**config.mk**
```make
export PLATFORM = sky130hd
export DESIGN_NAME = mac_tx_framer
export DESIGN_NICKNAME = d
export VERILOG_FILES = /design/src/rtl/mac_tx_framer.sv
export SDC_FILE = /design/constraint.sdc
export NUM_CORES = 1
export LEC_CHECK = 0
export CAP_MARGIN = 40
export CORE_AREA = 2 2 92 94
export CTS_CLUSTER_SIZE = 10
export DETAILED_ROUTE_END_ITERATION = 16
export DIE_AREA = 0 0 94 96
export GPL_ROUTABILITY_DRIVEN = 0
export GPL_TIMING_DRIVEN = 0
export MAX_ROUTING_LAYER = met4
export PLACE_DENSITY = 0.84
export SLEW_MARGIN = 15
export SYNTH_ARGS = -nofsm -noshare
export SYNTH_HDL_FRONTEND = slang
export SYNTH_SLANG_ARGS = --single-unit
```
**constraint.sdc**
```tcl
create_clock -name clk -period 6.25 [get_ports clk]
set_clock_uncertainty 0.05 [all_clocks]
set_input_delay 0.9375 -clock clk [delete_from_list [all_inputs] [get_ports clk]]
set_output_delay 0.9375 -clock clk [all_outputs]
set_load 0.02 [all_outputs]
```
**src/rtl/mac_tx_framer.sv**
```systemverilog
// Ethernet transmit framer: wraps an upstream frame body with preamble, SFD,
// zero padding and CRC-32 FCS, then holds the inter-frame gap.
module mac_tx_framer #(
  parameter int unsigned PREAMBLE_LEN = 7,
  parameter int unsigned MIN_FRAME    = 60,
  parameter int unsigned IFG_BYTES    = 12
) (
  input  logic       clk,
  input  logic       rst_n,
  input  logic       s_tvalid,
  input  logic [7:0] s_tdata,
  input  logic       s_tlast,
  output logic       s_tready,
  output logic       m_tvalid,
  output logic [7:0] m_tdata,
  output logic       underrun,
  output logic       frame_done
);

  localparam logic [2:0] ST_IDLE = 3'd0;
  localparam logic [2:0] ST_PRE  = 3'd1;
  localparam logic [2:0] ST_SFD  = 3'd2;
  localparam logic [2:0] ST_DATA = 3'd3;
  localparam logic [2:0] ST_PAD  = 3'd4;
  localparam logic [2:0] ST_FCS  = 3'd5;
  localparam logic [2:0] ST_IFG  = 3'd6;

  localparam logic [7:0]  PRE_LAST = 8'(PREAMBLE_LEN - 1);
  // IDLE always contributes one idle cycle, so IFG itself holds one fewer
  localparam logic [7:0]  IFG_HOLD = 8'(IFG_BYTES - 1);
  localparam logic [15:0] MIN_LEN  = 16'(MIN_FRAME);
  localparam logic [31:0] CRC_POLY = 32'hEDB88320;

  logic [2:0]  state, state_nxt;
  logic [7:0]  cnt, cnt_nxt, cnt_inc;
  logic [15:0] body_cnt, body_nxt, body_inc;
  logic [31:0] crc, crc_nxt, fcs;
  logic        tvalid_nxt, underrun_nxt, done_nxt;
  logic [7:0]  tdata_nxt;

  // Reflected CRC-32 update over one byte, LSB first
  function automatic logic [31:0] crc_byte(input logic [31:0] c_in, input logic [7:0] d);
    logic [31:0] c;
    c = c_in ^ {24'h000000, d};
    for (int i = 0; i < 8; i++) begin
      c = c[0] ? ((c >> 1) ^ CRC_POLY) : (c >> 1);
    end
    return c;
  endfunction

  assign s_tready = (state == ST_DATA);
  assign fcs      = ~crc;

  // Next-state and next-output decode
  always_comb begin
    state_nxt    = state;
    cnt_nxt      = cnt;
    body_nxt     = body_cnt;
    crc_nxt      = crc;
    tvalid_nxt   = 1'b0;
    tdata_nxt    = 8'h00;
    underrun_nxt = 1'b0;
    done_nxt     = 1'b0;
    cnt_inc      = cnt + 8'd1;
    body_inc     = (body_cnt == 16'hFFFF) ? body_cnt : body_cnt + 16'd1;

    case (state)
      ST_IDLE: begin
        if (s_tvalid) begin
          state_nxt = ST_PRE;
          cnt_nxt   = 8'd0;
        end
      end
      ST_PRE: begin
        tvalid_nxt = 1'b1;
        tdata_nxt  = 8'h55;
        cnt_nxt    = cnt_inc;
        if (cnt >= PRE_LAST) state_nxt = ST_SFD;
      end
      ST_SFD: begin
        tvalid_nxt = 1'b1;
        tdata_nxt  = 8'hD5;
        crc_nxt    = 32'hFFFFFFFF;
        body_nxt   = 16'd0;
        state_nxt  = ST_DATA;
      end
      ST_DATA: begin
        if (s_tvalid) begin
          tvalid_nxt = 1'b1;
          tdata_nxt  = s_tdata;
          crc_nxt    = crc_byte(crc, s_tdata);
          body_nxt   = body_inc;
          if (s_tlast) begin
            cnt_nxt   = 8'd0;
            state_nxt = (body_inc < MIN_LEN) ? ST_PAD : ST_FCS;
          end
        end else begin
          // Starved mid-frame: the underrun cycle already counts as one idle cycle
          underrun_nxt = 1'b1;
          cnt_nxt      = 8'd1;
          state_nxt    = (IFG_HOLD <= 8'd1) ? ST_IDLE : ST_IFG;
        end
      end
      ST_PAD: begin
        tvalid_nxt = 1'b1;
        tdata_nxt  = 8'h00;
        crc_nxt    = crc_byte(crc, 8'h00);
        body_nxt   = body_inc;
        if (body_inc >= MIN_LEN) begin
          cnt_nxt   = 8'd0;
          state_nxt = ST_FCS;
        end
      end
      ST_FCS: begin
        tvalid_nxt = 1'b1;
        cnt_nxt    = cnt_inc;
        case (cnt[1:0])
          2'd0:    tdata_nxt = fcs[7:0];
          2'd1:    tdata_nxt = fcs[15:8];
          2'd2:    tdata_nxt = fcs[23:16];
          default: tdata_nxt = fcs[31:24];
        endcase
        if (cnt[1:0] == 2'd3) begin
          done_nxt  = 1'b1;
          cnt_nxt   = 8'd0;
          state_nxt = (IFG_HOLD == 8'd0) ? ST_IDLE : ST_IFG;
        end
      end
      ST_IFG: begin
        cnt_nxt = cnt_inc;
        if (cnt_inc >= IFG_HOLD) state_nxt = ST_IDLE;
      end
      default: state_nxt = ST_IDLE;
    endcase
  end

  always_ff @(posedge clk) begin
    if (!rst_n) begin
      state      <= ST_IDLE;
      cnt        <= 8'd0;
      body_cnt   <= 16'd0;
      crc        <= 32'hFFFFFFFF;
      m_tvalid   <= 1'b0;
      m_tdata    <= 8'h00;
      underrun   <= 1'b0;
      frame_done <= 1'b0;
    end else begin
      state      <= state_nxt;
      cnt        <= cnt_nxt;
      body_cnt   <= body_nxt;
      crc        <= crc_nxt;
      m_tvalid   <= tvalid_nxt;
      m_tdata    <= tdata_nxt;
      underrun   <= underrun_nxt;
      frame_done <= done_nxt;
    end
  end

endmodule

```
==> results of run 1 <==
==> layout make-up <==
class	instances	area (µm²)	share of cell area [%]
inverters	15	56.3	0.999
clock inverters	4	23.8	0.422
plain buffers	45	199	3.53
well taps	105	131	2.33
multi-input cells	542	3490	62.0
flip-flops and latches	70	1400	24.9
clock buffers	11	141	2.51
repair buffers	19	190	3.37
==> how the worst max path moves through the flow <==
| stage | end | slack (ns) | cells past startpoint |
|---|---|---|---|
| global placement | body_cnt[4] | 2.78 | 8 |
| finish | s_tready | 2.45 | 6 |
| floorplan | crc[20] | 3.52 | 8 |
| global route | s_tready | 2.36 | 6 |
| detailed placement | crc[17] | 2.78 | 7 |
| CTS | s_tready | 2.57 | 6 |
==> kinds of logic (layout without fill, tap and decap cells) <==
logic type,Yosys count,after routing,share of synthesized area (%)
AOI/OAI and AO/OA,185,185,23.5
buffers and inverters,60,94,4.95
adders and majority gates,6,6,1.46
DFF,70,70,27.2
muxes,2,2,0.389
and+or+nand+nor,217,217,19.3
xor gates and xnor gates,132,132,23.2
==> power by group <==
| group | switching [mW] | internal, mW | total, mW |
|---|---|---|---|
| clock | 0.187 | 0.152 | 0.339 |
| sequential | 0.0488 | 0.498 | 0.547 |
| combinational | 0.760 | 0.465 | 1.23 |
| total | 0.996 | 1.12 | 2.11 |
==> registers in the layout, indices dropped and copies added, names as in the netlist <==
| signal | cells |
|---|---|
| state | 3 |
| m_tvalid | 1 |
| cnt | 8 |
| crc | 32 |
| underrun | 1 |
| m_tdata | 8 |
| frame_done | 1 |
| body_cnt | 16 |
==> cell usage after synthesis, types with 4 or more instances <==
library cell	instances
xnor2_1	84
o211a_1	4
a21oi_1	30
xor2_1	43
o31ai_1	7
nor2_1	81
nand3_1	17
o211ai_1	11
nand4_1	6
a221oi_1	7
buf_2	9
nand2_1	62
clkbuf_1	29
a22oi_1	8
a31oi_1	9
a211oi_1	6
ha_1	6
inv_1	15
o22a_1	4
nor3_1	15
nor2b_1	12
dfxtp_1	70
o21ai_0	52
o22ai_1	17
o221ai_1	7
and2_1	4
a2111oi_0	4
==> routing by layer <==
metal / vias to the layer above / GRT usage, %
met3: 121 / 9.48
met2: 386 / 58.3
met5: - / -
li1: 2421 / -
met1: 2458 / 45.2
met4: 0 / 22.1
==> metrics by stage <==
stage | worst slack, ns | utilization [%] | instance area (µm²) | hold slack, ns
2_1_floorplan | 3.52 | - | 5150 | 0.399
3_3_place_gp | 2.78 | 68.0 | 5470 | 0.422
3_5_place_dp | 2.78 | 68.0 | 5470 | 0.433
4_1_cts | 2.57 | 70.0 | 5640 | 0.452
5_1_grt | 2.36 | 70.0 | 5640 | 0.471
6_report | 2.45 | 70.0 | 5640 | 0.445
==> results.md, run 1 <==
- Status: complete, no violations
- Routed Antenna Nets: 0
- Worst-Skew Late Latency: 0.37 ns
- Worst setup SP type: flop
- GRT Resource Usage Total: 37.9%
- Final Hold Vio Count: 0
- Drt total wl: 16100 µm
- Largest net degree at the start of global routing: 12
- Clk buf depth: 2
- DR vias: 5386
- Max Fanout on Critical Path: 10
- Post-synth ARST share: 0%
- Top Layer Used: met4
- Post-Synthesis Cell Area: 5150 µm²
- Drt drc: 0
- Setup bufs post-CTS: 0
- Global-route wire length before repair: 25600 µm
- Crit path launch: state[1]
- Commonest cells after routing, fill and taps aside: xnor2_1, nor2_1, dfxtp_1
- Number of DRC markers in iteration 0: 611
- Fraction of layout cells with a size suffix above 1: 5.67%
- Die area: between 9000 and 10000 µm²
- Tcrit/Tclk final: 60.9%
- Req. time, crit path: approximately 5.3 ns
- Area leader, netlist: dfxtp_1
- CP endpoint kind: primary output
- Critical path cell sequence: inv_1 > nor2_1 > nand2_1 > inv_1 > buf_1 > clkdlybuf4s50_1
- Core area: 8050 µm²
- Ports: 24
- Hold depth: 1
- Post-DR wirelength/cell: about 20 µm
- M1 wire length: roughly 6000 µm
- Non-filler cells, final: around 810
- CTS Hold Bufs: 0
- Crit path DAT: 2.82 ns
- Final Max Slew Viols: 0
- Crit-path leading delay family: buffers and inverters
- Met3 routed WL: 1810 µm
- Initial antenna violation count: 0
- # nets final: 720
- Gate Count Post-Synth: 672
- Worst Tran Pin Value: 0.776 ns
- Slowest stage delay, CP: 0.72 ns
- # port buffers: 19
- Met2 routed WL: roughly 7300 µm
- Die height: 96 µm
- RSZ-0062 raised after global routing: no
- Fmax: approximately 260 MHz
- Max-cap violations: 0
- Setup violators final: 0
- Syn_area_per_cell: 7.67 µm²
- R2R Setup Slk: 3.19 ns
- Top post-synthesis cells by area: dfxtp_1, xnor2_1, xor2_1, nor2_1, o21ai_0
- Period minus WS final: between 3 and 4 ns
- Worst min path class: reg2reg
- Antenna Diode Count: 0
- Most used DFF post-synth: dfxtp_1
- Pwr Total: 2.11 mW
- Critical R2R Launch: state[2]
- Final HPWL DP: 11400 µm
- Rel. slew slack: 47.9%
- Reg2Reg Depth: 7
- EDFF count, synth: 0
- Setup TNS: 0 ns
- CP Buf/Inv Count: 4
- Placed cells: 796
- Layout fillers: 663
- YS warnings: 0
- Yosys cell types: 55
- Initial core utilization: 64.0%
- TritonRoute pass-1 iters: 8
- Post-Synthesis Net Count: just under 700
- Layout area overhead: 9.45%
- Chip width: 94 µm
- WHS Endpoint: cnt[5]
- #FFs+latches synth: 70
- Num CTS Buffers: 9
- Power per cell area: 374 nW/µm²
- Cell mode on critical path: inv_1
- Setup CP Type: reg2out
- Reg2reg end: crc[23]
- Vias in the first global route: 5151
- Slowest CP cell: clkdlybuf4s50_1
- FP Rows: 33
- Grt total ovfl: 0
- CTS tree: yes
- Leak pwr: 1.96 nW
- VDD IR max: 0.176 mV
- Area fraction of the dominant cell type after synthesis: between 20 and 30%
- Clock root buffer: clkbuf_8
- CTS Sinks: 70
- # resized after CTS: 0
- Commonest non-fill, non-tap cell in the layout: xnor2_1
- Sequential fraction of the synthesis area: 27.2%
- H-tree levels: 3
- Worst hold path startpoint: cnt[5]
- Vias/cell: approximately 6.6
- Clk pin slew, worst setup/hold paths: 0.08 ns
No activity file was read; power rests on OpenSTA's default activity.
==> run 2, diff against run 1 <==
--- a/config.mk
+++ b/config.mk
@@ -6,14 +6,14 @@
 export NUM_CORES = 1
 export LEC_CHECK = 0
 export CAP_MARGIN = 40
-export CORE_AREA = 2 2 92 94
+export CORE_AREA = 2 2 95 97
 export CTS_CLUSTER_SIZE = 10
 export DETAILED_ROUTE_END_ITERATION = 16
-export DIE_AREA = 0 0 94 96
+export DIE_AREA = 0 0 97 99
 export GPL_ROUTABILITY_DRIVEN = 0
 export GPL_TIMING_DRIVEN = 0
 export MAX_ROUTING_LAYER = met4
-export PLACE_DENSITY = 0.84
+export PLACE_DENSITY = 0.8
 export SLEW_MARGIN = 15
 export SYNTH_ARGS = -nofsm -noshare
 export SYNTH_HDL_FRONTEND = slang
==> constraint.sdc (replaced) <==
create_clock -name clk -period 3.8 [get_ports clk]
set_clock_uncertainty 0.05 [all_clocks]
set_input_delay 0.57 -clock clk [delete_from_list [all_inputs] [get_ports clk]]
set_output_delay 0.57 -clock clk [all_outputs]
set_load 0.02 [all_outputs]
==> results.md, run 2 (synthesis results as in run 1) <==
- Tcrit/Tclk final: 90.0%
- Commonest cells after routing, fill and taps aside: xnor2_1, nor2_1, dfxtp_1 (unchanged)
- Chip width: 97 µm (was 94 µm)
- Req. time, crit path: 3.18 ns (was 5.26 ns)
- Largest net degree at the start of global routing: 14 (was 12)
- Worst setup SP type: flop (unchanged)
- Setup CP Type: reg2out (unchanged)
- Die height: 99 µm (was 96 µm)
- Status: complete, no violations (unchanged)
- # nets final: 720 (unchanged)
- Clock root buffer: clkbuf_8 (unchanged)
- Largest registers: crc x32, body_cnt x16 (unchanged)
- Num CTS Buffers: 9 (unchanged)
- Reg2reg end: crc[4] (was crc[23])
- Routed Antenna Nets: 0 (unchanged)
- Worst-Skew Late Latency: 0.37 ns (about the same)
- Commonest non-fill, non-tap cell in the layout: xnor2_1 (unchanged)
- TritonRoute pass-1 iters: 10 (was 8)
- Leak pwr: 1.97 nW (was 1.96 nW)
- # port buffers: 19 (unchanged)
- DR vias: 5292 (was 5386)
- Pwr Total: 3.54 mW (was 2.11 mW)
- Reg2Reg Depth: 7 (unchanged)
- Final Max Slew Viols: 0 (unchanged)
- Layout fillers: 708 (was 663)
- FP Rows: 34 (was 33)
- Drt total wl: 16000 µm (was 16100 µm)
- Clk buf depth: 2 (unchanged)
- Power per cell area: 624 nW/µm² (was 374 nW/µm²)
- R2R Setup Slk: 0.62 ns (was 3.19 ns)
- Critical path cell sequence: inv_1 > nor2_1 > nand2_1 > inv_1 > buf_1 > clkdlybuf4s50_1 (unchanged)
- Critical R2R Launch: state[2] (unchanged)
- Fmax: 292 MHz
- Max reg flops: 32 (unchanged)
- RSZ-0062 raised after global routing: no (unchanged)
- Slowest stage delay, CP: 0.72 ns (about the same)
- Setup crit end: s_tready (unchanged)
- Post-DR wirelength/cell: 19.6 µm (was 19.8 µm)
- Final HPWL DP: 11400 µm (about the same)
- Rel. slew slack: 49.3% (was 47.9%)
- Area of the multi-input gates: 3490 µm² (unchanged)
- CTS Sinks: 70 (unchanged)
- Setup violators final: 0 (unchanged)
- CTS Hold Bufs: 0 (unchanged)
- Slowest CP cell: clkdlybuf4s50_1 (unchanged)
- Global-route wire length before repair: 25600 µm (about the same)
- Drt drc: 0 (unchanged)
- Cell mode on critical path: inv_1 (unchanged)
- Layout area overhead: 10.2% (was 9.45%)
- H-tree levels: 3 (unchanged)
- Number of DRC markers in iteration 0: 525 (was 611)
- Initial antenna violation count: 0 (unchanged)
- Clk pin slew, worst setup/hold paths: 0.08 ns (about the same)
- Worst Tran Pin Value: 0.755 ns (was 0.776 ns)
- Crit path launch: state[1] (unchanged)
- Period minus WS final: approximately 3.4 ns
- Ports: 24 (unchanged)
- Antenna Diode Count: 0 (unchanged)
- CP endpoint kind: primary output (unchanged)
- Final Hold Vio Count: 0 (unchanged)
- Core area: 8550 µm² (was 8050 µm²)
- Setup bufs post-CTS: 0 (unchanged)
- Setup TNS: 0 ns (unchanged)
- VDD IR max: 0.284 mV (was 0.176 mV)
- Vias in the first global route: 5065 (was 5151)
- Fraction of layout cells with a size suffix above 1: 5.94% (was 5.67%)
- GRT Resource Usage Total: 34.4% (was 37.9%)
- Max-cap violations: 0 (unchanged)
- Max Fanout on Critical Path: 10 (unchanged)
- # resized after CTS: 0 (unchanged)
- Register area: 1400 µm² (unchanged)
- Grt total ovfl: 0 (unchanged)
- Die area: 9600 µm² (was 9020 µm²)
- Largest Register: crc (unchanged)
- Crit path DAT: 2.80 ns (was 2.82 ns)
- Vias/cell: 6.49 (was 6.64)
- Initial core utilization: 60.2% (was 64.0%)
- CTS tree: yes (unchanged)
- Worst min path class: reg2reg (unchanged)
-- run 2: per-layer routing --
layer,share of wire (%),vias up,track usage [%],routed length (µm)
met1,39,2445,42.2,6230
met2,45,336,52.6,7150
met3,10,93,7.73,1660
li1,-,2418,-,-
met5,0,-,-,0
met4,5.7,0,19.0,911
-- run 2: how the worst min path moves through the flow --
stage	to	slack (ns)	depth (start not counted)	start
3_5_place_dp	cnt[7]	0.43	1	cnt[7]
3_3_place_gp	cnt[5]	0.42	1	cnt[5]
2_1_floorplan	cnt[5]	0.40	1	cnt[5]
6_report	cnt[7]	0.45	1	cnt[7]
4_1_cts	cnt[7]	0.45	1	cnt[7]
5_1_grt	crc[14]	0.50	2	crc[14]
-- run 2: layout make-up --
cell class / instances / share of cell area, %
Timing Repair Buffer: 19 / 3.35
Sequential cell: 70 / 24.7
Clock inverter: 7 / 1.30
Tap cell: 108 / 2.38
Clock buffer: 9 / 2.18
Multi-Input combinational cell: 542 / 61.6
Buffer: 45 / 3.51
Inverter: 15 / 0.992
-- run 2: stage by stage --
| step | setup WS [ns] | instance area (µm²) | util, % | hold slack [ns] | instances |
|---|---|---|---|---|---|
| 5_1_grt | 0.236 | 5670 | 66.4 | 0.496 | 815 |
| 3_3_place_gp | 0.679 | 5480 | 64.0 | 0.422 | 799 |
| 3_5_place_dp | 0.600 | 5480 | 64.0 | 0.432 | 799 |
| 4_1_cts | 0.475 | 5670 | 66.4 | 0.451 | 815 |
| 6_report | 0.381 | 5670 | 66.4 | 0.450 | 815 |
| 2_1_floorplan | 1.35 | 5150 | - | 0.399 | 672 |
-- run 2: power by group --
part	internal [mW]	switching, mW	total, mW	leakage, nW
logic	0.766	1.24	2.00	1.30
clock network	0.305	0.326	0.632	0.0996
registers	0.819	0.0847	0.904	0.567
total	1.89	1.65	3.54	1.97
-- run 2: critical path, delay by kind of cell, from the launching register on --
| family | cells | cell delay, ns |
|---|---|---|
| buffers and inverters | 4 | 1.57 |
| flip-flops | 1 | 0.44 |
| AND/OR/NAND/NOR | 2 | 0.42 |
